==> src/rtl/rx_hexword.sv <==
// rx_hexword: 8N1 UART receiver plus "0x"+8 hex+CR+LF frame parser.
// Emits each well-formed frame's 32-bit value with a one-cycle strobe.
module rx_hexword #(
    parameter int CLOCKS_PER_BAUD = 868
) (
    input  logic        i_clk,
    input  logic        i_reset_n,
    input  logic        i_uart_rx,
    output logic        o_stb,
    output logic [31:0] o_data,
    output logic        o_frame_err,
    output logic        o_parse_err
);

    typedef enum logic [2:0] {
        R_IDLE, R_START, R_DATA, R_STOP, R_BREAK
    } r_state_t;

    typedef enum logic [2:0] {
        P_IDLE, P_X, P_HEX, P_CR, P_LF
    } p_state_t;

    // Loaded values are one less than the wanted distance because the
    // sample fires on the edge that sees a zero count.
    localparam logic [23:0] HALF_M1 = 24'(CLOCKS_PER_BAUD / 2 - 1);
    localparam logic [23:0] FULL_M1 = 24'(CLOCKS_PER_BAUD - 1);

    logic        meta_q, meta_d;
    logic        rx_s_q, rx_s_d;

    r_state_t    r_state_q, r_state_d;
    logic [23:0] cnt_q, cnt_d;
    logic [2:0]  bit_idx_q, bit_idx_d;
    logic [7:0]  shreg_q, shreg_d;
    logic        byte_stb_q, byte_stb_d;
    logic [7:0]  byte_q, byte_d;
    logic        frame_err_q, frame_err_d;

    p_state_t    p_state_q, p_state_d;
    logic [2:0]  dcnt_q, dcnt_d;
    logic [31:0] acc_q, acc_d;
    logic [31:0] data_q, data_d;
    logic        stb_q, stb_d;
    logic        perr_q, perr_d;

    logic        cnt_zero;
    logic        hex_ok;
    logic [3:0]  hex_nib;
    logic        bad;

    assign cnt_zero = (cnt_q == 24'd0);

    // Two-flop synchronizer next values.
    always_comb begin
        meta_d = i_uart_rx;
        rx_s_d = meta_q;
    end

    // Receiver: mid-bit sampling of start, 8 data bits LSB first, stop.
    always_comb begin
        r_state_d   = r_state_q;
        cnt_d       = cnt_q;
        bit_idx_d   = bit_idx_q;
        shreg_d     = shreg_q;
        byte_stb_d  = 1'b0;
        byte_d      = byte_q;
        frame_err_d = 1'b0;
        unique case (r_state_q)
            R_IDLE: begin
                if (!rx_s_q) begin
                    cnt_d     = HALF_M1;
                    r_state_d = R_START;
                end
            end
            R_START: begin
                if (!cnt_zero) begin
                    cnt_d = cnt_q - 24'd1;
                end else if (rx_s_q) begin
                    r_state_d = R_IDLE;
                end else begin
                    cnt_d     = FULL_M1;
                    bit_idx_d = 3'd0;
                    r_state_d = R_DATA;
                end
            end
            R_DATA: begin
                if (!cnt_zero) begin
                    cnt_d = cnt_q - 24'd1;
                end else begin
                    shreg_d = {rx_s_q, shreg_q[7:1]};
                    cnt_d   = FULL_M1;
                    if (bit_idx_q == 3'd7) begin
                        r_state_d = R_STOP;
                    end else begin
                        bit_idx_d = bit_idx_q + 3'd1;
                    end
                end
            end
            R_STOP: begin
                if (!cnt_zero) begin
                    cnt_d = cnt_q - 24'd1;
                end else if (rx_s_q) begin
                    byte_stb_d = 1'b1;
                    byte_d     = shreg_q;
                    r_state_d  = R_IDLE;
                end else begin
                    frame_err_d = 1'b1;
                    r_state_d   = R_BREAK;
                end
            end
            R_BREAK: begin
                if (rx_s_q) begin
                    r_state_d = R_IDLE;
                end
            end
            default: r_state_d = R_IDLE;
        endcase
    end

    // Hex digit classification of the received byte.
    always_comb begin
        hex_ok  = 1'b0;
        hex_nib = 4'd0;
        unique case (1'b1)
            (byte_q >= 8'h30 && byte_q <= 8'h39): begin
                hex_ok  = 1'b1;
                hex_nib = byte_q[3:0];
            end
            (byte_q >= 8'h41 && byte_q <= 8'h46),
            (byte_q >= 8'h61 && byte_q <= 8'h66): begin
                hex_ok  = 1'b1;
                hex_nib = byte_q[3:0] + 4'd9;
            end
            default: ;
        endcase
    end

    // Parser: walks the frame grammar one received byte at a time.
    always_comb begin
        p_state_d = p_state_q;
        dcnt_d    = dcnt_q;
        acc_d     = acc_q;
        data_d    = data_q;
        stb_d     = 1'b0;
        perr_d    = 1'b0;
        bad       = 1'b0;
        if (frame_err_q) begin
            p_state_d = P_IDLE;
        end else if (byte_stb_q) begin
            unique case (p_state_q)
                P_IDLE: begin
                    if (byte_q == 8'h30) p_state_d = P_X;
                end
                P_X: begin
                    if (byte_q == 8'h78 || byte_q == 8'h58) begin
                        p_state_d = P_HEX;
                        dcnt_d    = 3'd0;
                        acc_d     = 32'd0;
                    end else begin
                        bad = 1'b1;
                    end
                end
                P_HEX: begin
                    if (hex_ok) begin
                        acc_d = {acc_q[27:0], hex_nib};
                        if (dcnt_q == 3'd7) begin
                            p_state_d = P_CR;
                        end else begin
                            dcnt_d = dcnt_q + 3'd1;
                        end
                    end else begin
                        bad = 1'b1;
                    end
                end
                P_CR: begin
                    if (byte_q == 8'h0D) p_state_d = P_LF;
                    else                 bad = 1'b1;
                end
                P_LF: begin
                    if (byte_q == 8'h0A) begin
                        data_d    = acc_q;
                        stb_d     = 1'b1;
                        p_state_d = P_IDLE;
                    end else begin
                        bad = 1'b1;
                    end
                end
                default: p_state_d = P_IDLE;
            endcase
            // A stray '0' may be the start of the next frame.
            if (bad) begin
                perr_d    = 1'b1;
                p_state_d = (byte_q == 8'h30) ? P_X : P_IDLE;
            end
        end
    end

    // State registers with synchronous active-low reset.
    always_ff @(posedge i_clk) begin
        if (!i_reset_n) begin
            meta_q      <= 1'b1;
            rx_s_q      <= 1'b1;
            r_state_q   <= R_IDLE;
            cnt_q       <= 24'd0;
            bit_idx_q   <= 3'd0;
            shreg_q     <= 8'd0;
            byte_stb_q  <= 1'b0;
            byte_q      <= 8'd0;
            frame_err_q <= 1'b0;
            p_state_q   <= P_IDLE;
            dcnt_q      <= 3'd0;
            acc_q       <= 32'd0;
            data_q      <= 32'd0;
            stb_q       <= 1'b0;
            perr_q      <= 1'b0;
        end else begin
            meta_q      <= meta_d;
            rx_s_q      <= rx_s_d;
            r_state_q   <= r_state_d;
            cnt_q       <= cnt_d;
            bit_idx_q   <= bit_idx_d;
            shreg_q     <= shreg_d;
            byte_stb_q  <= byte_stb_d;
            byte_q      <= byte_d;
            frame_err_q <= frame_err_d;
            p_state_q   <= p_state_d;
            dcnt_q      <= dcnt_d;
            acc_q       <= acc_d;
            data_q      <= data_d;
            stb_q       <= stb_d;
            perr_q      <= perr_d;
        end
    end

    assign o_stb       = stb_q;
    assign o_data      = data_q;
    assign o_frame_err = frame_err_q;
    assign o_parse_err = perr_q;

endmodule
==> config.mk <==
export PLATFORM = sky130hd
export DESIGN_NAME = rx_hexword
export DESIGN_NICKNAME = d
export VERILOG_FILES = /design/src/rtl/rx_hexword.sv
export SDC_FILE = /design/constraint.sdc
export NUM_CORES = 1
export LEC_CHECK = 0
export CAP_MARGIN = 10
export CORE_MARGIN = 2
export CORE_UTILIZATION = 58
export DETAILED_ROUTE_END_ITERATION = 10
export GPL_ROUTABILITY_DRIVEN = 1
export GPL_TIMING_DRIVEN = 0
export MAX_ROUTING_LAYER = met4
export PLACE_DENSITY = 0.78
export SYNTH_ARGS = -nofsm -noshare
export SYNTH_HDL_FRONTEND = slang
export SYNTH_SLANG_ARGS = --single-unit
export TNS_END_PERCENT = 1
==> constraint.sdc <==
create_clock -name i_clk -period 3.3 [get_ports i_clk]
set_clock_uncertainty 0.05 [all_clocks]
set_input_delay 0.495 -clock i_clk [delete_from_list [all_inputs] [get_ports i_clk]]
set_output_delay 0.495 -clock i_clk [all_outputs]
set_load 0.02 [all_outputs]
# Word level (Yosys, flattened, before mapping)

Cells that the tools add are included.

$add $sub $neg: 4
Order comparisons: 6
Equality and inequality tests: 34
Muxes and demuxes: 49
Bitwise logic cells: 4
Reductions and logical operators: 25

Operator list:

| operator                                                           | count |
|---|---|
| two-way mux 24 bit                                                 | 5 |
| one-hot mux 24 bit (4 select lines)                                | 1 |
| two-way mux 32 bit                                                 | 2 |
| one-hot mux 32 bit (2 select lines)                                | 1 |
| two-way mux 3 bit                                                  | 21 |
| one-hot mux 3 bit (5 select lines)                                 | 2 |
| zero test 24 bit                                                   | 1 |
| inequality test 2 bit (second input constant)                      | 12 |
| subtractor 24 x 1 -> 24 bit (second input constant)                | 1 |
| inequality test 3 bit (second input constant)                      | 7 |
| equality test 8 x 4 -> 1 bit (second input constant)               | 2 |
| equality test 8 x 7 -> 1 bit (second input constant)               | 2 |
| greater-or-equal comparator 8 x 7 -> 1 bit (second input constant) | 2 |
| <= comparator 8 x 7 -> 1 bit (second input constant)               | 2 |
| equality test 3 x 2 -> 1 bit (second input constant)               | 4 |
| equality test 3 bit (second input constant)                        | 4 |
| two-way mux 1 bit                                                  | 12 |
| one-hot mux 3 bit (2 select lines)                                 | 2 |
| AND reduction 6 bit                                                | 2 |
| AND reduction 5 bit                                                | 2 |
| equality test 8 x 6 -> 1 bit (second input constant)               | 1 |
| greater-or-equal comparator 8 x 6 -> 1 bit (second input constant) | 1 |
| <= comparator 8 x 6 -> 1 bit (second input constant)               | 1 |
| one-hot mux 4 bit (2 select lines)                                 | 1 |
| other kinds (18)                                                   | 31 |

Register bits: 122
Output and inout bits: 35
Word-level logic and storage cells: 137

# Logic depth before layout (Yosys ltp)

Depth after elaboration: 10
Gate-level depth with buffers: 9
Gate-level depth less buffers: 7

# Worst setup path before layout

No wires, ideal clock.

Kind: register to register
From: reg cnt_q[8]
To: reg bit_idx_q[1]
Arrival: 2.392 ns
Required time: 3.133 ns
Path slack: 0.741 ns
Cell stages (with the launch flop): 6
Path buffers: 0
Clock period less this slack: 2.559 ns
Cells stage by stage: dfxtp_1 or4_4 or4_4 or3_4 or3_1 a32o_1

Cells in the longest elaborated chain, start to end: 3
Elaborated cells on any way between the ends: 4
Classes of those cells: eq/ne: 2; reduce/logical: 2

RTL lines:

| what                              | line | text |
|---|---|---|
| start: declaration                | 32   | `logic [23:0] cnt_q, cnt_d;` |
| start signal: assignment          | 220  | `cnt_q <= cnt_d;` |
| zero test 24 bit (*)              | 51   | `assign cnt_zero = (cnt_q == 24'd0);` |
| inequality test 2 bit (no line)   | n/a  |  |
| AND reduction 5 bit (no line) (*) | n/a  |  |
| end signal: assignment            | 221  | `bit_idx_q <= bit_idx_d;` |
| end: declaration                  | 33   | `logic [2:0] bit_idx_q, bit_idx_d;` |

Mark *: on every way between the ends. The rest lies on a longest branch, timed or not.
A chain may end at the register's enable or synchronous reset.

# Worst setup path after layout

From: reg cnt_q[4]
To: reg cnt_q[8]

Cells in the longest elaborated chain, start to end: 3
Elaborated cells on any way between the ends: 9
Classes of those cells: add/sub: 1; eq/ne: 2; mux: 4; reduce/logical: 2

RTL lines:

| what                                                                       | line | text |
|---|---|---|
| subtractor 24 x 1 -> 24 bit or zero test 24 bit (tied branches)            | n/a  |  |
| two-way mux 24 bit, or another cell as far along                           | 100  | `if (!cnt_zero) begin` |
| one-hot mux 24 bit (4 select lines) or AND reduction 4 bit (tied branches) | n/a  |  |

Parallel ways exist; a longest one is shown, timed or not. The select of a mux whose other input is x is not followed.

==> impl_metrics.yaml <==
setup_path:
  start_kind: "flip-flop"
  r2r_start: "cnt_q[4]"
  crit_top_cell: "clkbuf_1"
  cp_slowest_stage_delay_ns: 0.62
  cpLargestDelayFamily: "simple AND/OR/NAND/NOR gates"
  cpMaxStageDelayCell: "nor4_1"
  critPathBufInv: 2
  r2r_end: "cnt_q[8]"
  crit_fanout: 10
  path_class: "flip-flop to flip-flop"
  r2r_slack_ns: 0.21
  path_cells: "clkbuf_1 -> nor4_1 -> nand4_1 -> o21ai_1 -> clkbuf_1 -> nor3_1 -> o31a_1"
  end_kind: "flip-flop"
  crit_required_ns: 3.65
  reg2reg_depth: 7
  worstPathArrival_ns: 3.43
layout:
  final_common_cell: "nand2_1"
  antenna_cells: 0
  drive_gt1_frac: 0.0847
  fillCellCount: 728
  final_cell_mix: "128 x nand2_1, 122 x dfxtp_1, 91 x a21oi_1, 37 x clkbuf_1, 37 x clkdlybuf4s50_1"
  fin_nets: 708
  area_delta_synth_final_pct: 21.2
global_routing:
  grt_usage: 0.269
  grt_first_pass_wirelength_mm: 21.4
  antenna_found_initial: 0
  grt_max_degree: 17
  grt_overflow: 0
  grt_pass1_vias: 4695
yosys:
  avgSynthCellArea_um2: 8.37
  ys_types: 65
  syn-num-nets: 652
  synthCells: 639
  synthTopCellsByArea: "dfxtp_1 46%, nand2_1 9.0%, a21oi_1 8.5%"
  synth_async_sr_flop_share: 0
  synth_top_area_frac: 0.457
  ys.flop_type: "dfxtp_1"
  syn-cell-area_um2: 5350
  yosys.area.top_type: "dfxtp_1"
  yosysSeqAreaShare: 0.457
  ys_warn_count: 0
  synth-seq-cells: 122
  synth-edff-count: 0
cts:
  clk_pin_slew_ns: 0.06
  cts_tree: "built"
  clk_latency_ns: 0.51
  cts.path.max_buffers: 2
  cts_buffers: 17
  cts_sinks: 122
  clock-root-buffer: "clkbuf_8"
  htreeDepth: 4
die:
  rows: 35
  die_width_um: 100
  fp.dieH_um: 100
  initial_core_util: 0.587
  ios: 38
  die_area_um2: 10000
  coreArea_um2: 9110
sta:
  slew_violations: 0
  tns_ns: 0
  max_freq_ghz: 0.324
  setup-violations-final: 0
  period_share: 0.935
  period_needed_ns: 3.09
  finalHoldViolCount: 0
  grt_setup_unrepaired: "no"
  slew_headroom: 0.495
  worst_pin_slew_ns: 0.757
power:
  power_mw: 3.86
  ir_drop_uv: 336
  p_leak_nw: 2.24
  powerDensity_nw_per_um2: 596
min_path:
  holdPathEnd: "rx_s_q"
  worstHoldPathCells: 1
  hold_class: "flip-flop to flip-flop"
  hold_start: "meta_q"
drt:
  dr.first_iter.drc_count: 170
  vias: 4855
  drt-total-wl_mm: 12.4
  detail_route.vias_per_cell: 5.93
  first_pass_iters: 5
  postRouteAntennaNets: 0
  wl_per_cell_um: 15.2
  drc_errors: 0
placed_design:
  dp_hpwl_mm: 8.71
  io_buffer_count: 37
  routabilityCongestion: 0.910
outcome:
  status: "completed"
run:
  cap_violations: 0
## stage by stage
step                worst slack [ns]  hold slack [ns]  instance area (um2)  instances  utilization
finish                         0.215            0.371                 6480        819        0.711
global route                  0.0758            0.421                 6480        819        0.711
CTS                            0.105            0.374                 6460        819        0.709
detailed placement            0.0952            0.357                 5860        787        0.643
global placement               0.115            0.341                 5860        787        0.643
floorplan                      0.741            0.336                 5350        639            -
## synthesized netlist by cell type, types with 2 or more instances
master,count
nand2_1,128
dfxtp_1,122
a21oi_1,91
clkbuf_1,37
nand3_1,36
nor2_1,25
mux2i_1,17
or3_1,15
nor3_1,12
ha_1,10
nand2b_1,10
nor4_1,10
inv_1,9
o31ai_1,8
or4_1,8
o21ai_0,7
o21a_1,5
or2_2,5
or4b_2,5
and2_1,4
buf_2,4
nand4_1,4
o31a_1,4
o41ai_1,4
xnor2_1,4
a211oi_1,3
nor2b_1,3
o22ai_1,3
a2111oi_0,2
a21o_1,2
a22o_1,2
a32o_1,2
nor4bb_1,2
o2111a_1,2
o211ai_1,2
or3b_2,2
or4_4,2
## report_power, final
group / internal [mW] / switching (mW)
Clock: 1.16 / 0.709
Sequential: 1.50 / 0.0332
Combinational: 0.161 / 0.289
## layout make-up
type	count	area, um2	share of cell area
clock buffer	17	414	0.0639
inverter	10	37.5	0.00579
sequential	122	2440	0.377
timing repair buffer	37	370	0.0572
tap	111	139	0.0214
multi-input combinational	465	2720	0.419
buffer	42	170	0.0263
clock inverter	15	189	0.0292
## flip-flops by register name (all words and copies together), names as in the netlist
register     count
acc_q           32
bit_idx_q        3
byte_q           8
byte_stb_q       1
cnt_q           24
dcnt_q           3
meta_q           1
o_data          32
o_frame_err      1
o_parse_err      1
o_stb            1
p_state_q        3
r_state_q        3
rx_s_q           1
shreg_q          8
## worst reg2reg max path: cells and delay by family, from the launching register on
kind                   cells  cell delay [ns]
DFF                        1             0.29
and+or+nand+nor            3             1.22
AOI/OAI and AO/OA          2             0.79
buffers and inverters      2             0.63
## cells by family after synthesis
| logic type | Yosys count | share of synthesized area |
|---|---|---|
| AO/OA/AOI/OAI | 151 | 0.176 |
| XOR/XNOR | 5 | 0.00819 |
| adder cells (fa/ha/maj) | 10 | 0.0234 |
| buffers and inverters | 52 | 0.0388 |
| flip-flops | 122 | 0.457 |
| multiplexers | 17 | 0.0318 |
| AND/OR/NAND/NOR | 282 | 0.265 |
## how the worst max path moves through the flow
stage | startpoint | endpoint | slack [ns] | cells after the start
6_report | cnt_q[4] | cnt_q[8] | 0.21 | 7
4_1_cts | cnt_q[16] | cnt_q[2] | 0.10 | 7
5_1_grt | cnt_q[4] | cnt_q[5] | 0.08 | 7
2_1_floorplan | cnt_q[8] | bit_idx_q[1] | 0.74 | 5
3_5_place_dp | cnt_q[16] | cnt_q[17] | 0.1 | 7
3_3_place_gp | cnt_q[16] | cnt_q[8] | 0.11 | 6
## timing repair
action | 4_1_cts | 5_1_grt
endpoints found under the setup margin | 0 | 48
gates resized for setup | 0 | 4
hold buffers | 0 | 0
setup buffers | 0 | 0
## metal layers
layer  vias to the layer above  global-route usage  share of wire  wire (um)
li1                       2410                   -              -          -
met1                      2298               0.320           0.44       5510
met2                       129               0.458           0.50       6270
met3                        18              0.0515          0.041        508
met4                         0              0.0917          0.012        147
met5                         -                   -              0          0
No activity file was read; power rests on OpenSTA's default activity.
